### src/rtl/axi_lite_apb_bridge_mc_if.sv
// Bus bundle for the AXI4-Lite to APB bridge: AXI-Lite slave port plus the decoded APB master port.
// The bridge uses the slave modport; the driving AXI master / APB peripheral model uses master.
interface axi_lite_apb_bridge_mc_if #(
  parameter int ADDR_W  = 32,
  parameter int DATA_W  = 32,
  parameter int NUM_SLV = 4
);
  logic [ADDR_W-1:0]         AWADDR;
  logic                      AWVALID;
  logic                      AWREADY;
  logic [DATA_W-1:0]         WDATA;
  logic [DATA_W/8-1:0]       WSTRB;
  logic                      WVALID;
  logic                      WREADY;
  logic [1:0]                BRESP;
  logic                      BVALID;
  logic                      BREADY;
  logic [ADDR_W-1:0]         ARADDR;
  logic                      ARVALID;
  logic                      ARREADY;
  logic [DATA_W-1:0]         RDATA;
  logic [1:0]                RRESP;
  logic                      RVALID;
  logic                      RREADY;
  logic [NUM_SLV-1:0]        PSEL;
  logic                      PENABLE;
  logic                      PWRITE;
  logic [ADDR_W-1:0]         PADDR;
  logic [DATA_W-1:0]         PWDATA;
  logic [DATA_W/8-1:0]       PSTRB;
  logic [NUM_SLV*DATA_W-1:0] PRDATA;
  logic [NUM_SLV-1:0]        PREADY;
  logic [NUM_SLV-1:0]        PSLVERR;

  modport slave (
    input  AWADDR, AWVALID, WDATA, WSTRB, WVALID, BREADY, ARADDR, ARVALID, RREADY,
    input  PRDATA, PREADY, PSLVERR,
    output AWREADY, WREADY, BRESP, BVALID, ARREADY, RDATA, RRESP, RVALID,
    output PSEL, PENABLE, PWRITE, PADDR, PWDATA, PSTRB
  );

  modport master (
    output AWADDR, AWVALID, WDATA, WSTRB, WVALID, BREADY, ARADDR, ARVALID, RREADY,
    output PRDATA, PREADY, PSLVERR,
    input  AWREADY, WREADY, BRESP, BVALID, ARREADY, RDATA, RRESP, RVALID,
    input  PSEL, PENABLE, PWRITE, PADDR, PWDATA, PSTRB
  );
endinterface

### src/rtl/axi_lite_apb_bridge_mc.sv
// AXI4-Lite slave to multi-slot APB master bridge with address decode, DECERR and round-robin R/W arbitration.
// Define AXIAPB_TIMEOUT_EN to abort ACCESS phases after TIMEOUT cycles without PREADY.
module axi_lite_apb_bridge_mc #(
  parameter int                ADDR_W     = 32,
  parameter int                DATA_W     = 32,
  parameter int                NUM_SLV    = 4,
  parameter int                SLV_ADDR_W = 12,
  parameter logic [ADDR_W-1:0] BASE_ADDR  = 32'h1000_0000,
  parameter int                TIMEOUT    = 255
) (
  input  logic                           aclk,
  input  logic                           areset,
  axi_lite_apb_bridge_mc_if.slave        bus,
  output logic [2:0]                     bridge_state
);
  localparam int IDX_W = (NUM_SLV > 1) ? $clog2(NUM_SLV) : 1;
  localparam int STB_W = DATA_W / 8;

  typedef enum logic [2:0] {
    S_IDLE   = 3'd0,
    S_SETUP  = 3'd1,
    S_ACCESS = 3'd2,
    S_WRESP  = 3'd3,
    S_RRESP  = 3'd4
  } state_e;

  if (NUM_SLV < 1 || NUM_SLV > 16 || (DATA_W % 8) != 0 || TIMEOUT < 1) begin : g_cfg_check
    $error("axi_lite_apb_bridge_mc: unsupported parameter set");
  end

  state_e              state_q,   state_d;
  logic                last_wr_q, last_wr_d;
  logic                write_q,   write_d;
  logic [ADDR_W-1:0]   addr_q,    addr_d;
  logic [DATA_W-1:0]   wdata_q,   wdata_d;
  logic [STB_W-1:0]    wstrb_q,   wstrb_d;
  logic [IDX_W-1:0]    idx_q,     idx_d;
  logic [1:0]          resp_q,    resp_d;
  logic [DATA_W-1:0]   rdata_q,   rdata_d;
`ifdef AXIAPB_TIMEOUT_EN
  localparam int CNT_RAW = $clog2(TIMEOUT + 1);
  localparam int CNT_W   = (CNT_RAW < 8) ? 8 : ((CNT_RAW > 32) ? 32 : CNT_RAW);
  logic [CNT_W-1:0]    cnt_q,     cnt_d;
`endif

  logic [DATA_W-1:0] prdata_slot [NUM_SLV];
  for (genvar gi = 0; gi < NUM_SLV; gi++) begin : g_slot
    assign prdata_slot[gi] = bus.PRDATA[gi*DATA_W +: DATA_W];
  end

  // Grants only fire in IDLE; a write needs both AW and W so they handshake together.
  logic wr_pend, rd_pend, grant_wr, grant_rd;
  assign wr_pend  = bus.AWVALID && bus.WVALID;
  assign rd_pend  = bus.ARVALID;
  assign grant_wr = (state_q == S_IDLE) && !areset && wr_pend && (!rd_pend || !last_wr_q);
  assign grant_rd = (state_q == S_IDLE) && !areset && rd_pend && !grant_wr;

  always_ff @(posedge aclk) begin
    if (areset) begin
      state_q   <= S_IDLE;
      last_wr_q <= 1'b0;
      write_q   <= 1'b0;
      addr_q    <= '0;
      wdata_q   <= '0;
      wstrb_q   <= '0;
      idx_q     <= '0;
      resp_q    <= 2'b00;
      rdata_q   <= '0;
`ifdef AXIAPB_TIMEOUT_EN
      cnt_q     <= '0;
`endif
    end else begin
      state_q   <= state_d;
      last_wr_q <= last_wr_d;
      write_q   <= write_d;
      addr_q    <= addr_d;
      wdata_q   <= wdata_d;
      wstrb_q   <= wstrb_d;
      idx_q     <= idx_d;
      resp_q    <= resp_d;
      rdata_q   <= rdata_d;
`ifdef AXIAPB_TIMEOUT_EN
      cnt_q     <= cnt_d;
`endif
    end
  end

  logic [ADDR_W-1:0] req_addr, offset, slot;

  always_comb begin
    state_d   = state_q;
    last_wr_d = last_wr_q;
    write_d   = write_q;
    addr_d    = addr_q;
    wdata_d   = wdata_q;
    wstrb_d   = wstrb_q;
    idx_d     = idx_q;
    resp_d    = resp_q;
    rdata_d   = rdata_q;
`ifdef AXIAPB_TIMEOUT_EN
    cnt_d     = cnt_q;
`endif
    req_addr  = grant_wr ? bus.AWADDR : bus.ARADDR;
    offset    = req_addr - BASE_ADDR;
    slot      = offset >> SLV_ADDR_W;

    case (state_q)
      S_IDLE: begin
        if (grant_wr || grant_rd) begin
          last_wr_d = grant_wr;
          write_d   = grant_wr;
          addr_d    = req_addr;
          resp_d    = 2'b00;
          rdata_d   = '0;
          if (grant_wr) begin
            wdata_d = bus.WDATA;
            wstrb_d = bus.WSTRB;
          end
          // Addresses below the base wrap to a huge slot number and decode as DECERR too.
          if (slot < ADDR_W'(NUM_SLV)) begin
            idx_d   = slot[IDX_W-1:0];
            state_d = S_SETUP;
          end else begin
            resp_d  = 2'b11;
            state_d = grant_wr ? S_WRESP : S_RRESP;
          end
        end
      end
      S_SETUP: begin
        state_d = S_ACCESS;
`ifdef AXIAPB_TIMEOUT_EN
        cnt_d   = '0;
`endif
      end
      S_ACCESS: begin
        if (bus.PREADY[idx_q]) begin
          resp_d  = bus.PSLVERR[idx_q] ? 2'b10 : 2'b00;
          if (!write_q) rdata_d = prdata_slot[idx_q];
          state_d = write_q ? S_WRESP : S_RRESP;
        end
`ifdef AXIAPB_TIMEOUT_EN
        else if (cnt_q == CNT_W'(TIMEOUT - 1)) begin
          resp_d  = 2'b10;
          rdata_d = '0;
          state_d = write_q ? S_WRESP : S_RRESP;
        end else begin
          cnt_d = cnt_q + 1'b1;
        end
`endif
      end
      S_WRESP: if (bus.BREADY) state_d = S_IDLE;
      S_RRESP: if (bus.RREADY) state_d = S_IDLE;
      default: state_d = S_IDLE;
    endcase
  end

  always_comb begin
    bus.AWREADY  = grant_wr;
    bus.WREADY   = grant_wr;
    bus.ARREADY  = grant_rd;
    bus.BVALID   = (state_q == S_WRESP);
    bus.BRESP    = resp_q;
    bus.RVALID   = (state_q == S_RRESP);
    bus.RRESP    = resp_q;
    bus.RDATA    = rdata_q;
    bus.PSEL     = '0;
    if (state_q == S_SETUP || state_q == S_ACCESS) bus.PSEL = NUM_SLV'(1) << idx_q;
    bus.PENABLE  = (state_q == S_ACCESS);
    bus.PWRITE   = write_q;
    bus.PADDR    = addr_q;
    bus.PWDATA   = wdata_q;
    bus.PSTRB    = write_q ? wstrb_q : '0;
    bridge_state = state_q;
  end
endmodule

### src/flat_wrapper.sv
// flat-port wrapper written by rule: the top's interface ports become plain ports
module axi_lite_apb_bridge_mc_flat 
#(
  parameter int                ADDR_W     = 32,
  parameter int                DATA_W     = 32,
  parameter int                NUM_SLV    = 4,
  parameter int                SLV_ADDR_W = 12,
  parameter logic [ADDR_W-1:0] BASE_ADDR  = 32'h1000_0000,
  parameter int                TIMEOUT    = 255
)
  (aclk, areset, bridge_state, bus_AWADDR, bus_AWVALID, bus_WDATA, bus_WSTRB, bus_WVALID, bus_BREADY, bus_ARADDR, bus_ARVALID, bus_RREADY, bus_PRDATA, bus_PREADY, bus_PSLVERR, bus_AWREADY, bus_WREADY, bus_BRESP, bus_BVALID, bus_ARREADY, bus_RDATA, bus_RRESP, bus_RVALID, bus_PSEL, bus_PENABLE, bus_PWRITE, bus_PADDR, bus_PWDATA, bus_PSTRB);
  axi_lite_apb_bridge_mc_if #(.ADDR_W(ADDR_W), .DATA_W(DATA_W), .NUM_SLV(NUM_SLV)) bus_i ();
  input  logic aclk;
  input  logic areset;
  output logic [2:0] bridge_state;
  input wire logic [$bits(bus_i.AWADDR)-1:0] bus_AWADDR;
  input wire logic [$bits(bus_i.AWVALID)-1:0] bus_AWVALID;
  input wire logic [$bits(bus_i.WDATA)-1:0] bus_WDATA;
  input wire logic [$bits(bus_i.WSTRB)-1:0] bus_WSTRB;
  input wire logic [$bits(bus_i.WVALID)-1:0] bus_WVALID;
  input wire logic [$bits(bus_i.BREADY)-1:0] bus_BREADY;
  input wire logic [$bits(bus_i.ARADDR)-1:0] bus_ARADDR;
  input wire logic [$bits(bus_i.ARVALID)-1:0] bus_ARVALID;
  input wire logic [$bits(bus_i.RREADY)-1:0] bus_RREADY;
  input wire logic [$bits(bus_i.PRDATA)-1:0] bus_PRDATA;
  input wire logic [$bits(bus_i.PREADY)-1:0] bus_PREADY;
  input wire logic [$bits(bus_i.PSLVERR)-1:0] bus_PSLVERR;
  output wire logic [$bits(bus_i.AWREADY)-1:0] bus_AWREADY;
  output wire logic [$bits(bus_i.WREADY)-1:0] bus_WREADY;
  output wire logic [$bits(bus_i.BRESP)-1:0] bus_BRESP;
  output wire logic [$bits(bus_i.BVALID)-1:0] bus_BVALID;
  output wire logic [$bits(bus_i.ARREADY)-1:0] bus_ARREADY;
  output wire logic [$bits(bus_i.RDATA)-1:0] bus_RDATA;
  output wire logic [$bits(bus_i.RRESP)-1:0] bus_RRESP;
  output wire logic [$bits(bus_i.RVALID)-1:0] bus_RVALID;
  output wire logic [$bits(bus_i.PSEL)-1:0] bus_PSEL;
  output wire logic [$bits(bus_i.PENABLE)-1:0] bus_PENABLE;
  output wire logic [$bits(bus_i.PWRITE)-1:0] bus_PWRITE;
  output wire logic [$bits(bus_i.PADDR)-1:0] bus_PADDR;
  output wire logic [$bits(bus_i.PWDATA)-1:0] bus_PWDATA;
  output wire logic [$bits(bus_i.PSTRB)-1:0] bus_PSTRB;
  assign bus_i.AWADDR = bus_AWADDR;
  assign bus_i.AWVALID = bus_AWVALID;
  assign bus_i.WDATA = bus_WDATA;
  assign bus_i.WSTRB = bus_WSTRB;
  assign bus_i.WVALID = bus_WVALID;
  assign bus_i.BREADY = bus_BREADY;
  assign bus_i.ARADDR = bus_ARADDR;
  assign bus_i.ARVALID = bus_ARVALID;
  assign bus_i.RREADY = bus_RREADY;
  assign bus_i.PRDATA = bus_PRDATA;
  assign bus_i.PREADY = bus_PREADY;
  assign bus_i.PSLVERR = bus_PSLVERR;
  assign bus_AWREADY = bus_i.AWREADY;
  assign bus_WREADY = bus_i.WREADY;
  assign bus_BRESP = bus_i.BRESP;
  assign bus_BVALID = bus_i.BVALID;
  assign bus_ARREADY = bus_i.ARREADY;
  assign bus_RDATA = bus_i.RDATA;
  assign bus_RRESP = bus_i.RRESP;
  assign bus_RVALID = bus_i.RVALID;
  assign bus_PSEL = bus_i.PSEL;
  assign bus_PENABLE = bus_i.PENABLE;
  assign bus_PWRITE = bus_i.PWRITE;
  assign bus_PADDR = bus_i.PADDR;
  assign bus_PWDATA = bus_i.PWDATA;
  assign bus_PSTRB = bus_i.PSTRB;
  axi_lite_apb_bridge_mc #(.ADDR_W(ADDR_W), .DATA_W(DATA_W), .NUM_SLV(NUM_SLV), .SLV_ADDR_W(SLV_ADDR_W), .BASE_ADDR(BASE_ADDR), .TIMEOUT(TIMEOUT)) u_core (.aclk(aclk), .areset(areset), .bus(bus_i), .bridge_state(bridge_state));
endmodule
### config.mk
export PLATFORM = sky130hd
export DESIGN_NAME = axi_lite_apb_bridge_mc_flat
export DESIGN_NICKNAME = d
export VERILOG_FILES = /design/src/rtl/axi_lite_apb_bridge_mc_if.sv /design/src/rtl/axi_lite_apb_bridge_mc.sv /design/src/flat_wrapper.sv
export SDC_FILE = /design/constraint.sdc
export NUM_CORES = 1
export LEC_CHECK = 0
export CORE_AREA = 2 2 139 141
export CTS_CLUSTER_SIZE = 16
export DETAILED_ROUTE_END_ITERATION = 16
export DIE_AREA = 0 0 141 143
export PLACE_DENSITY = 0.74
export SLEW_MARGIN = 5
export SYNTH_ARGS = -nofsm -noshare
export SYNTH_HDL_FRONTEND = slang
export SYNTH_SLANG_ARGS = --single-unit
### constraint.sdc
create_clock -name aclk -period 4.7 [get_ports aclk]
set_clock_uncertainty 0.05 [all_clocks]
set_input_delay 0.47 -clock aclk [delete_from_list [all_inputs] [get_ports aclk]]
set_output_delay 0.47 -clock aclk [all_outputs]
set_load 0.005 [all_outputs]
==> flow_metrics.env, run 1 <==
export IMPL_nets=1120
export IMPL_path_class="register to output pin"
export IMPL_tns_ps=0
export IMPL_dr_total_vias=5520
export IMPL_postCtsSetupBuffers=0
export IMPL_setup_viol=0
export IMPL_placed_area_um2=8910
export IMPL_clkSlewWorstSetupHoldPaths_ps=80
export IMPL_cts_resized=0
export IMPL_hold_buffers=0
export IMPL_finalHoldViolations=0
export IMPL_worstMarginPinSlew_ps=793
export IMPL_crit_required_ps=4180
export IMPL_worstSkewPairLatency_ps=340
export IMPL_worst_hold_path_type="register to register"
export IMPL_fin_area_um2=9240
export IMPL_synth_cells=552
export IMPL_htree_levels=3
export IMPL_yosysWarnings=0
export IMPL_fin_crit_sh_pct=71.1
export IMPL_critPathLaunchType="register"
export IMPL_most_common_layout_cells="359 x clkdlybuf4s50_1, 143 x nand2_1, 106 x dfxtp_1"
export IMPL_drt_iter0_markers=279
export IMPL_r2r_slack_ps=1700
export IMPL_critPathMaxFanout=35
export IMPL_drive_above_1_share_pct=8.28
export IMPL_finalCriticalPeriod_ps=3340
export IMPL_worst_setup_path_end_kind="output pin"
export IMPL_cts_inserted_buffers=9
export IMPL_io_buffers=360
export IMPL_synth_area_per_cell_um2=9.39
export IMPL_grt_pass1_wl_um=30600
export IMPL_gr_total_overflow=0
export IMPL_cts_tree="built"
export IMPL_grt_max_degree=83
export IMPL_clock_sinks=108
export IMPL_fp_row_count=50
export IMPL_cp_arrival_ps=2820
export IMPL_ys_types=47
export IMPL_relSlewSlack_pct=47.1
export IMPL_grt_pass1_vias=5449
export IMPL_dieArea_um2=20200
export IMPL_design_core_area_um2=18600
export IMPL_irDropWorstVdd_v=0.000230
export IMPL_p_leak_nw=3.44
export IMPL_netlist_area_um2=5180
export IMPL_comb_power_share_pct=21.7
export IMPL_power_density_nw_per_um2=252
export IMPL_switching_share_pct=24.8
export IMPL_rsz0062_at_grt="false"
export IMPL_routed_wl_um=20700
export IMPL_gp_congestion=0.800
export IMPL_status="finished clean"
export IMPL_root_buffer="clkbuf_16"
export IMPL_drv_slew=0
export IMPL_io_pins=361
export IMPL_start_util_pct=27.9
export IMPL_synth_net_count=795
export IMPL_layout_commonest_cell="clkdlybuf4s50_1"
export IMPL_power_share_sequential_pct=42.9
export IMPL_p_int_mw=1.75
export IMPL_routedWlPerCell_um=18.5
export IMPL_hpwlAfterDp_um=16000
export IMPL_seq_area_frac_synth_pct=41.7
export IMPL_chipHeight_um=143
export IMPL_synth_seq_cells=108
export IMPL_drtAntennaViolNets=0
export IMPL_viasPerCell=4.93
export IMPL_grt_use_total_pct=19.7
export IMPL_clk_path_buf_depth=2
export IMPL_cap_violations=0
export IMPL_drt_pass1_iter_count=5
export IMPL_p_sw_mw=0.577
export IMPL_antenna_found_initial=3
export IMPL_p_clk_share_pct=35.4
export IMPL_drc=0
export IMPL_area_growth_pct=78.3
export IMPL_die_x_um=141
export IMPL_fmax_mhz=299
## routing by layer
| metal | wire, um | track usage [%] | vias up |
|---|---|---|---|
| met1 | 7810 | 21.4 | 2605 |
| met5 | 0 | 0 | - |
| li1 | - | - | 2653 |
| met4 | 459 | 7.05 | 0 |
| met2 | 10600 | 35.8 | 244 |
| met3 | 1830 | 6.41 | 18 |
## state kept, by name, summed over array words and instances (netlist names)
| name | flops |
|---|---|
| u_core.wstrb_q | 4 |
| u_core.bridge_state | 3 |
| u_core.bus.BRESP | 2 |
| u_core.idx_q | 2 |
| u_core.bus.PADDR | 32 |
| u_core.bus.PWDATA | 32 |
| u_core.last_wr_q | 1 |
| u_core.bus.RDATA | 32 |
## power groups by stage
stage          clock network (mW)  logic (mW)  registers, mW
2_1_floorplan                   0       0.157           1.01
5_1_grt                     0.881       0.545           1.00
6_report                    0.822       0.505          0.997
4_1_cts                     0.856       0.509          0.998
3_5_place_dp                    0       0.506           1.02
3_3_place_gp                    0       0.503           1.02
## through the flow
stage | total power [mW] | util [%] | std cells | setup slack, ps | hold slack, ps
6_report | 2.32 | 49.7 | 1119 | 1360 | 423
5_1_grt | 2.43 | 49.7 | 1119 | 1220 | 438
4_1_cts | 2.36 | 49.7 | 1116 | 1320 | 427
3_5_place_dp | 1.53 | 48.0 | 1100 | 1720 | 411
3_3_place_gp | 1.52 | 48.0 | 1100 | 1740 | 407
2_1_floorplan | 1.17 | - | 552 | 2120 | 395
## cells by family (layout without fill, tap and decap cells)
| group | count (synthesis) | count (layout) | synth area share, % |
|---|---|---|---|
| AO/OA/AOI/OAI | 87 | 87 | 13.8 |
| multiplexers | 40 | 40 | 15.8 |
| buffers and inverters | 56 | 386 | 4.88 |
| flip-flops | 108 | 108 | 41.7 |
| AND/OR/NAND/NOR | 260 | 260 | 23.6 |
| XOR/XNOR | 1 | 1 | 0.169 |
| other | 0 | 3 | 0 |
## final timing paths
path,startpoint,cells after the start,end
max reg2reg,u_core.bridge_state[1]$_SDFFE_PP0P_,6,u_core.idx_q[0]$_SDFFE_PP0P_
min,u_core.wstrb_q[1]$_SDFFE_PP0P_,2,u_core.wstrb_q[1]$_SDFFE_PP0P_
min reg2reg,u_core.wstrb_q[1]$_SDFFE_PP0P_,2,u_core.wstrb_q[1]$_SDFFE_PP0P_
max,u_core.bridge_state[1]$_SDFFE_PP0P_,4,bus_WREADY
## worst max-delay path: stages (launching register included)
cell and delay [ps]:
dfxtp_1 500, or4_4 620, or3b_2 540, clkinv_4 250
clkdlybuf4s50_1 560
## synth_stat cells (all sizes together)
cell,number,area (um^2)
mux2,3,33.8
o311a,1,10.0
nand2b,1,6.26
mux4,33,743
nor3,3,20.0
nand2,143,537
or3,1,6.26
xnor2,1,8.76
o22ai,1,6.26
buf,21,116
or3b,1,8.76
a221oi,1,8.76
mux2i,4,40.0
a22o,32,280
a31oi,1,6.26
a211oi,2,15.0
clkinv,1,8.76
nor4b,2,17.5
a21oi,6,30.0
and3,2,12.5
nand3,2,10.0
o221ai,1,8.76
o21ai,5,25.0
nor2,47,176
o21ba,1,10.0
or2,1,6.26
or4b,1,10.0
nor4,9,56.3
a311o,1,10.0
a2bb2oi,1,8.76
inv,1,3.75
a311oi,31,272
o32ai,2,17.5
nor3b,2,26.3
clkbuf,33,124
dfxtp,108,2160
nand3b,36,270
and2,6,37.5
or4,1,11.3
o22a,1,8.76
nor2b,2,12.5
## cell type report
| type | count | area, um^2 |
|---|---|---|
| multi-input combinational | 388 | 2790 |
| antenna | 3 | 7.51 |
| timing repair buffer | 368 | 3660 |
| tap | 234 | 293 |
| clock inverter | 5 | 66.3 |
| clock buffer | 11 | 253 |
| sequential | 108 | 2160 |
| fill | 1721 | 9340 |
| inverter | 2 | 12.5 |
(Power assumes the default switching activity.)
==> run 2, diff against run 1 <==
Settings changed: PLACE_DENSITY 0.74 to 0.77.
Clock period 4.7 ns to 2.91 ns, I/O delays scaled along.
==> flow_metrics.env, run 2 (same netlist as run 1, synthesis figures left out) <==
export IMPL_fp_row_count=50
export IMPL_die_x_um=141
export IMPL_cpMaxStageDelayCell="or4_4"
export IMPL_layout_setup_ws_ps=105
export IMPL_placed_area_um2=8980
export IMPL_crit_required_ps=2570
export IMPL_preCtsSetupSlack_ps=339
export IMPL_worst_hold_path_type="input port to register"
export IMPL_slowest_delay_ps=590
export IMPL_clkSlewWorstSetupHoldPaths_ps=80
export IMPL_fill_cells=1774
export IMPL_most_common_layout_cells="359 x clkdlybuf4s50_1, 143 x nand2_1, 106 x dfxtp_1"
export IMPL_htree_levels=3
export IMPL_setup_viol=0
export IMPL_fin_area_um2=9280
export IMPL_drv_slew=0
export IMPL_hpwlAfterDp_um=16500
export IMPL_chipHeight_um=143
export IMPL_clock_sinks=108
export IMPL_grt_max_degree=83
export IMPL_cts_inserted_buffers=9
export IMPL_relSlewSlack_pct=46.0
export IMPL_viasPerCell=4.96
export IMPL_drtAntennaViolNets=0
export IMPL_dieArea_um2=20200
export IMPL_io_buffers=360
export IMPL_worstSkewPairLatency_ps=350
export IMPL_worstMarginPinSlew_ps=810
export IMPL_cp_arrival_ps=2460
export IMPL_power_density_nw_per_um2=401
export IMPL_num_antenna_cells=0
export IMPL_worst_setup_path_end_kind="output pin"
export IMPL_cts_tree="built"
export IMPL_critPathMaxFanout=11
export IMPL_antenna_found_initial=1
export IMPL_status="finished clean"
export IMPL_drt_iter0_markers=253
export IMPL_clk_path_buf_depth=2
export IMPL_grt_pass1_vias=5576
export IMPL_postCtsSetupBuffers=0
export IMPL_finalHoldViolations=0
export IMPL_root_buffer="clkbuf_16"
export IMPL_drive_above_1_share_pct=8.89
export IMPL_cap_violations=0
export IMPL_io_pins=361
export IMPL_cp_cell_sequence="or4_4 -> or3b_2 -> clkinv_4 -> clkdlybuf4s50_1"
export IMPL_area_growth_pct=79.1
export IMPL_gp_congestion=0.834
export IMPL_p_leak_nw=3.47
export IMPL_start_util_pct=27.9
export IMPL_routed_wl_um=21200
export IMPL_fmax_mhz=357
export IMPL_tns_ps=0
export IMPL_design_core_area_um2=18600
export IMPL_cts_resized=0
export IMPL_rsz0062_at_grt="false"
export IMPL_seqCellArea_um2=2160
export IMPL_path_buf_inv=2
export IMPL_hold_buffers=0
export IMPL_drt_pass1_iter_count=6
export IMPL_grt_use_total_pct=20.5
export IMPL_drc=0
export IMPL_routedWlPerCell_um=18.9
export IMPL_fin_crit_sh_pct=96.4
export IMPL_irDropWorstVdd_v=0.000248
export IMPL_nets=1127
export IMPL_layout_commonest_cell="clkdlybuf4s50_1"
export IMPL_multi_input_area_um2=2790
export IMPL_finalCriticalPeriod_ps=2800
export IMPL_grt_pass1_wl_um=31800
export IMPL_worst_path_dominant_cell_family="simple AND/OR/NAND/NOR gates"
export IMPL_path_class="register to output pin"
export IMPL_gr_total_overflow=0
export IMPL_dr_total_vias=5566
export IMPL_critPathLaunchType="register"
## run 2: changes by cell type in the layout (fill, tap and decap cells not counted), sizes merged
cell | before | now
inv | 4 | 3
clkinv | 1 | 4
clkinvlp | 1 | 0
diode | 3 | 0
clkbuf | 11 | 10
buf | 9 | 16
## run 2: worst register-to-register path: stages (launching register included)
cell and delay (ps):
dfxtp_1 310, or4_4 590, or3b_2 550, buf_4 250
nor3b_4 280, o21ai_1 140, mux2_2 280
## run 2: layout make-up
cell class / count / area share (%)
clock inverters: 6 / 0.782
inverters: 2 / 0.135
repair buffers: 375 / 40.1
multi-input cells: 388 / 30.0
clock buffers: 10 / 2.47
flip-flops and latches: 108 / 23.3
well taps: 234 / 3.15
## run 2: layer usage
layer	up-vias	part of all wire [%]	track usage [%]	wire length [um]
li1	2664	-	-	-
met1	2610	38	22.5	8090
met2	259	50	36.7	10700
met3	31	9.4	7.75	2000
met4	2	2.1	6.37	453
met5	-	0.061	0	13
## run 2: power by group
part	switching (mW)	internal, mW
sequential	0.0429	1.56
clock	0.602	0.680
combinational	0.294	0.547
## run 2: final timing paths
kind / slack (ps) / start / to / cells after the start
max: 110 / u_core.bridge_state[2]$_SDFFE_PP0P_ / bus_WREADY / 4
min: 410 / bus_WSTRB[3] / u_core.wstrb_q[3]$_SDFFE_PP0P_ / 3
max reg2reg: 340 / u_core.bridge_state[2]$_SDFFE_PP0P_ / u_core.idx_q[0]$_SDFFE_PP0P_ / 6
min reg2reg: 420 / u_core.wstrb_q[1]$_SDFFE_PP0P_ / u_core.wstrb_q[1]$_SDFFE_PP0P_ / 2
## run 2: through the flow
step	utilization [%]	hold WS [ps]	std cells	total power, mW
after floorplan	-	340	552	1.89
after global placement	48.3	409	1107	2.47
after detailed placement	48.3	411	1107	2.48
after CTS	49.9	396	1123	3.78
after global routing	49.9	405	1123	3.90
final	49.9	411	1123	3.72
